## config.mk

```make
export PLATFORM = sky130hd
export DESIGN_NAME = lcd_hd44780_ctrl
export DESIGN_NICKNAME = d
export VERILOG_FILES = /design/src/rtl/lcd_hd44780_ctrl.sv
export SDC_FILE = /design/constraint.sdc
export NUM_CORES = 1
export LEC_CHECK = 0
export BUFFER_PORTS_ARGS = -buffer_cell sky130_fd_sc_hd__buf_4
export CAP_MARGIN = 30
export CELL_PAD_IN_SITES_DETAIL_PLACEMENT = 1
export CELL_PAD_IN_SITES_GLOBAL_PLACEMENT = 1
export CORE_MARGIN = 3
export CORE_UTILIZATION = 45
export CTS_BUF_LIST = sky130_fd_sc_hd__clkbuf_16
export DETAILED_ROUTE_END_ITERATION = 8
export GPL_TIMING_DRIVEN = 0
export PLACE_DENSITY_LB_ADDON = 0.1
export RECOVER_POWER = 50
export SYNTH_ARGS = -nofsm -noshare
export SYNTH_HDL_FRONTEND = slang
export SYNTH_SLANG_ARGS = --single-unit
export TNS_END_PERCENT = 5
```

## constraint.sdc

```tcl
create_clock -name clk_i -period 2.8 [get_ports clk_i]
set_clock_uncertainty 0.15 [all_clocks]
set_input_delay 0.56 -clock clk_i [delete_from_list [all_inputs] [get_ports clk_i]]
set_output_delay 0.56 -clock clk_i [all_outputs]
set_load 0.05 [all_outputs]
```

## src/rtl/lcd_hd44780_ctrl.sv

```systemverilog
// HD44780 8-bit write-only panel engine: power-up wait, fixed init sequence, then
// per-byte setup / EN pulse / hold / execution-wait timing behind a valid/ready port.
module lcd_hd44780_ctrl #(
  parameter int T_PWRUP_CYC = 750000,
  parameter int T_SETUP_CYC = 2,
  parameter int T_EN_CYC    = 12,
  parameter int T_HOLD_CYC  = 2,
  parameter int T_EXEC_CYC  = 2000,
  parameter int T_CLEAR_CYC = 82000
) (
  input  logic       clk_i,
  input  logic       rst_ni,
  input  logic       req_valid_i,
  input  logic       req_rs_i,
  input  logic [7:0] req_data_i,
  output logic       req_ready_o,
  output logic       init_done_o,
  output logic [7:0] lcd_data_o,
  output logic       lcd_rs_o,
  output logic       lcd_rw_o,
  output logic       lcd_en_o,
  output logic       lcd_on_o
);

  localparam int T_M1  = (T_PWRUP_CYC > T_SETUP_CYC) ? T_PWRUP_CYC : T_SETUP_CYC;
  localparam int T_M2  = (T_EN_CYC > T_HOLD_CYC) ? T_EN_CYC : T_HOLD_CYC;
  localparam int T_M3  = (T_EXEC_CYC > T_CLEAR_CYC) ? T_EXEC_CYC : T_CLEAR_CYC;
  localparam int T_M12 = (T_M1 > T_M2) ? T_M1 : T_M2;
  localparam int T_MAX = (T_M12 > T_M3) ? T_M12 : T_M3;
  localparam int CW    = $clog2(T_MAX + 1);

  localparam logic [2:0] ST_PWRUP = 3'd0;
  localparam logic [2:0] ST_IDLE  = 3'd1;
  localparam logic [2:0] ST_SETUP = 3'd2;
  localparam logic [2:0] ST_PULSE = 3'd3;
  localparam logic [2:0] ST_HOLD  = 3'd4;
  localparam logic [2:0] ST_WAIT  = 3'd5;

  if (T_PWRUP_CYC < 1 || T_SETUP_CYC < 1 || T_EN_CYC < 1 ||
      T_HOLD_CYC < 1 || T_EXEC_CYC < 1 || T_CLEAR_CYC < 1) begin : g_bad_timing
    $error("lcd_hd44780_ctrl: every T_*_CYC parameter must be >= 1");
  end

  logic [2:0]    state;
  logic [CW-1:0] cnt;
  logic [1:0]    init_idx;
  logic          is_clear;
  logic          last_cnt;

  function automatic logic [7:0] init_byte(input logic [1:0] idx);
    case (idx)
      2'd0:    init_byte = 8'h38;
      2'd1:    init_byte = 8'h0C;
      2'd2:    init_byte = 8'h01;
      default: init_byte = 8'h06;
    endcase
  endfunction

  // Clear display / return home need the long execution wait.
  assign is_clear = !lcd_rs_o && (lcd_data_o[7:2] == 6'd0) && (lcd_data_o != 8'h00);
  assign last_cnt = (cnt == CW'(1));
  assign lcd_rw_o = 1'b0;

  always_ff @(posedge clk_i or negedge rst_ni) begin
    if (!rst_ni) begin
      state       <= ST_PWRUP;
      cnt         <= '0;
      init_idx    <= 2'd0;
      req_ready_o <= 1'b0;
      init_done_o <= 1'b0;
      lcd_data_o  <= 8'h00;
      lcd_rs_o    <= 1'b0;
      lcd_en_o    <= 1'b0;
      lcd_on_o    <= 1'b0;
    end else begin
      lcd_on_o <= 1'b1;
      case (state)
        ST_PWRUP: begin
          // Counter comes out of reset at 0, so the first edge itself counts.
          if (last_cnt || (cnt == '0 && T_PWRUP_CYC == 1)) begin
            lcd_data_o <= init_byte(2'd0);
            lcd_rs_o   <= 1'b0;
            init_idx   <= 2'd0;
            state      <= ST_SETUP;
            cnt        <= CW'(T_SETUP_CYC);
          end else if (cnt == '0) begin
            cnt <= CW'(T_PWRUP_CYC - 1);
          end else begin
            cnt <= cnt - CW'(1);
          end
        end
        ST_IDLE: begin
          if (req_valid_i && req_ready_o) begin
            lcd_rs_o    <= req_rs_i;
            lcd_data_o  <= req_data_i;
            req_ready_o <= 1'b0;
            state       <= ST_SETUP;
            cnt         <= CW'(T_SETUP_CYC);
          end
        end
        ST_SETUP: begin
          if (last_cnt) begin
            state    <= ST_PULSE;
            cnt      <= CW'(T_EN_CYC);
            lcd_en_o <= 1'b1;
          end else begin
            cnt <= cnt - CW'(1);
          end
        end
        ST_PULSE: begin
          if (last_cnt) begin
            state    <= ST_HOLD;
            cnt      <= CW'(T_HOLD_CYC);
            lcd_en_o <= 1'b0;
          end else begin
            cnt <= cnt - CW'(1);
          end
        end
        ST_HOLD: begin
          if (last_cnt) begin
            state <= ST_WAIT;
            cnt   <= is_clear ? CW'(T_CLEAR_CYC) : CW'(T_EXEC_CYC);
          end else begin
            cnt <= cnt - CW'(1);
          end
        end
        ST_WAIT: begin
          if (last_cnt) begin
            if (!init_done_o && init_idx != 2'd3) begin
              init_idx   <= init_idx + 2'd1;
              lcd_data_o <= init_byte(init_idx + 2'd1);
              lcd_rs_o   <= 1'b0;
              state      <= ST_SETUP;
              cnt        <= CW'(T_SETUP_CYC);
            end else begin
              init_done_o <= 1'b1;
              req_ready_o <= 1'b1;
              state       <= ST_IDLE;
              cnt         <= '0;
            end
          end else begin
            cnt <= cnt - CW'(1);
          end
        end
        default: begin
          state       <= ST_PWRUP;
          cnt         <= '0;
          req_ready_o <= 1'b0;
          lcd_en_o    <= 1'b0;
        end
      endcase
    end
  end

endmodule

```

==> flow_summary.rst <==
.. list-table::
   :header-rows: 1

   * - Metric
     - Value
   * - Post-DR vias/cell
     - 6.11
   * - Register bit count reported by yosys
     - 38
   * - Cell type with the largest total area after synthesis
     - sky130_fd_sc_hd__dfrtp_1
   * - Total design power
     - 1.13 mW
   * - Hold_sp
     - req_data_i[2]
   * - Total global-route track usage
     - 23.5%
   * - Total of fill cells in the finished design
     - 610
   * - Post-route DRC violation count
     - 0
   * - Min cycle time layout
     - 2670 ps
   * - Hold Slack
     - 350 ps
   * - Clock root buffer
     - sky130_fd_sc_hd__clkbuf_16
   * - Largest incremental delay on the critical path
     - 470 ps
   * - Relative slew slack
     - -42.9%
   * - Overall die height
     - 79.4 um
   * - Number of warning messages in the yosys log
     - 0
   * - Worst setup slack for register-to-register paths
     - 130 ps
   * - Count of cells along the worst hold path
     - 3
   * - Area taken by multi-input logic gates
     - 1370 um^2
   * - Number of H-tree levels
     - 2
   * - Final wirelength
     - 7.01 mm
   * - Total number of nets in the final design
     - 315
   * - Final hold violation count
     - 0
   * - Cell with the most instances after synthesis
     - sky130_fd_sc_hd__dfrtp_1
   * - Wire length per cell
     - 19.1 um
   * - Post CTS Setup Buffer Count
     - 0
   * - Setup violators final
     - 0
   * - R2R Path End
     - cnt[10]
   * - Failing checks
     - capacitance limit, slew limit
   * - Sequential share of the synthesized area
     - 39.3%
   * - I/O pins
     - 26
   * - Top cell types by occurrence after synthesis
     - sky130_fd_sc_hd__dfrtp_1, sky130_fd_sc_hd__nand2_1, sky130_fd_sc_hd__o21ai_0
   * - Sequence of cells on the critical path
     - inv_1, ha_1, or3b_2, clkbuf_1, or2_2, nor3_1, o21ai_0, a211o_1
   * - Clock Tree Buf Depth
     - 2
   * - Remaining number of nets flagged by the antenna check after routing
     - 0
   * - Placed wire-length estimate
     - 4.99 mm
   * - Status
     - finished with violations
   * - Worst reg2reg path depth
     - 8
   * - Ratio of total power to cell area
     - 401 nW/um^2
   * - Syn avg cell area
     - 9.14 um^2
   * - Standard cell core area
     - 5170 um^2
   * - Count of flip-flops with a built-in enable after synthesis
     - 0
   * - Clock tree from TritonCTS
     - yes
   * - Hold_buf cts
     - 0
   * - RSZ-0062 raised after global routing
     - true
   * - Number of buffer and inverter stages on the critical path
     - 2
   * - Die Wd
     - 79.4 um
   * - Leftover overflow at the end of global routing
     - 0
   * - Fmax
     - 0.375 GHz
   * - Distinct cell type count after synthesis
     - 61
   * - TritonCTS sink count
     - 38
   * - Transition time of the tightest slew-check pin
     - 2140 ps
   * - Length of the first detailed-routing pass in iterations
     - 4
   * - Required time at the endpoint of the critical path
     - 2820 ps
   * - Number of buffers inserted during clock tree synthesis
     - 5
   * - Total nets after synthesis
     - 284
   * - Number of slew-limit violations in the final report
     - 39
   * - Max-cap violation count
     - 1
   * - Number of diodes added for antenna fixing
     - 0
   * - Source-to-sink clock delay at the later pin of the worst-skew pair
     - 290 ps
   * - Post-synth ARST share
     - 100%
   * - Antenna violations before repair
     - 0
   * - Gate family responsible for the most delay along the worst path
     - simple AND/OR/NAND/NOR gates
   * - Most used flip-flop cell after synthesis
     - sky130_fd_sc_hd__dfrtp_1
   * - Die area
     - 6300 um^2
   * - Final non-filler cell total
     - 367
   * - Critical Path Fanout Max
     - 8
   * - Area growth, synth to finish
     - 16.2%
   * - Final-layout setup total negative slack
     - 0 ps
   * - Instance count of the mapped netlist
     - 265
   * - Hold worst-path end
     - lcd_data_o[2]
   * - Cell Area, Synth
     - 2420 um^2
   * - Hold Path Class
     - input port to register
   * - Worst Setup Path Type
     - register to register
   * - CP max stage cell
     - sky130_fd_sc_hd__or3b_2
   * - Share of final-layout standard cells stronger than drive strength 1
     - 16.2%
   * - Startpoint of the lowest-slack register-to-register path
     - cnt[1]
   * - Initial Util
     - 46.8%
   * - Maximum number of pins on one net before global-route repair
     - 39
   * - Critical Path Sink Type
     - register
   * - Share of the synthesized area in the top cell type
     - 39.3%
   * - Startpoint types
     - register
   * - Number of core rows
     - 26
   * - Maximum resistive drop on vdd
     - 210 uV
   * - Storage cell area
     - 951 um^2
   * - Placer's final routability congestion estimate
     - 0.853
   * - Worst Path Arrival
     - 2690 ps
   * - Leak
     - 1.24 nW
   * - Via count of the first global-routing pass
     - 2221
   * - Number of buffer cells added on primary ports
     - 24
   * - Biggest area contributors in the synthesized netlist
     - sky130_fd_sc_hd__dfrtp_1, sky130_fd_sc_hd__o21ai_0, sky130_fd_sc_hd__ha_1, sky130_fd_sc_hd__nor3_1, sky130_fd_sc_hd__nand2_1
   * - Final cycle utilization of the critical path
     - 95.3%
   * - Routed via count
     - 2242
   * - First-pass GRT wire length
     - 11.5 mm
   * - Number of DRC violations after detailed-routing iteration 0
     - 120
   * - Total placed cells including tap cells
     - 359
   * - Clk slew on worst S/H paths
     - 60 ps
==> state kept, by name, summed over array words and instances (netlist names) <==
register / cells
cnt: 20
init_done_o: 1
init_idx: 2
lcd_data_o: 8
lcd_en_o: 1
lcd_on_o: 1
lcd_rs_o: 1
req_ready_o: 1
state: 3
==> metrics by stage <==
step / utilization (%) / area [um^2] / worst slack [ps]
floorplan: - / 2420 / 455
global placement: 52.0 / 2690 / 115
detailed placement: 52.0 / 2690 / 53.1
CTS: 54.8 / 2830 / 110
global route: 54.4 / 2810 / -32.9
finish: 54.4 / 2810 / 132
==> worst register-to-register path, stage by stage, from the launching register on <==
cell and delay [ps]:
sky130_fd_sc_hd__dfrtp_1 440, sky130_fd_sc_hd__inv_1 130, sky130_fd_sc_hd__ha_1 220, sky130_fd_sc_hd__or3b_2 470
sky130_fd_sc_hd__clkbuf_1 230, sky130_fd_sc_hd__or2_2 350, sky130_fd_sc_hd__nor3_1 150, sky130_fd_sc_hd__o21ai_0 100
sky130_fd_sc_hd__a211o_1 320
==> per-layer routing <==
layer | track usage (%) | vias to the layer above | part of all wire, %
met3 | 4.06 | 6 | 3.9
li1 | - | 1054 | -
met1 | 34.0 | 1140 | 50
met5 | 0 | - | 0
met2 | 36.5 | 42 | 45
met4 | 5.33 | 0 | 0.91
==> worst max path at each step <==
stage,start,to,slack (ps),cells after the start
after floorplan,cnt[0],cnt[10],450,8
after global placement,cnt[0],cnt[16],120,8
after detailed placement,cnt[0],cnt[16],50,8
after CTS,cnt[4],lcd_data_o[4],110,7
after global routing,cnt[1],cnt[10],-30,8
final,cnt[1],cnt[10],130,8
==> timing repair <==
item,CTS,global route
gates resized for setup,1,2
setup endpoints to repair,1,7
cloned,0,0
hold endpoints to repair,0,0
==> layout make-up <==
type                       count  area share (%)
tap                           70            3.11
clock buffer                   5            4.45
clock inverter                 3           0.445
sequential                    38            33.8
buffer                        14            2.09
timing repair buffer          24            5.60
inverter                      15            2.00
multi-input combinational    198            48.5
==> report_power, final <==
group / total [mW] / internal (mW) / switching (mW) / leakage, nW
logic: 0.0303 / 0.0104 / 0.0199 / 0.706
registers: 0.550 / 0.550 / 0.000142 / 0.459
clock network: 0.547 / 0.322 / 0.225 / 0.0724
total: 1.13 / 0.882 / 0.245 / 1.24
==> cell usage in the layout, fill, tap and decap left out, types with 8 or more instances in the layout <==
master and instances:
sky130_fd_sc_hd__inv_1 16, sky130_fd_sc_hd__or3_1 8, sky130_fd_sc_hd__nor2_1 17, sky130_fd_sc_hd__dfrtp_1 38, sky130_fd_sc_hd__nand2_1 21, sky130_fd_sc_hd__nor3_1 16
sky130_fd_sc_hd__buf_4 19, sky130_fd_sc_hd__o21ai_0 19, sky130_fd_sc_hd__clkbuf_1 17, sky130_fd_sc_hd__a21oi_1 11
==> logic make-up after synthesis <==
family,share of synthesized area (%)
AO/OA/AOI/OAI,23.6
multiplexers,2.32
flip-flops,39.3
adder cells (fa/ha/maj),3.62
AND/OR/NAND/NOR,25.1
XOR/XNOR,1.08
buffers and inverters,4.75
other,0.310
No activity file was read; power rests on OpenSTA's default activity.
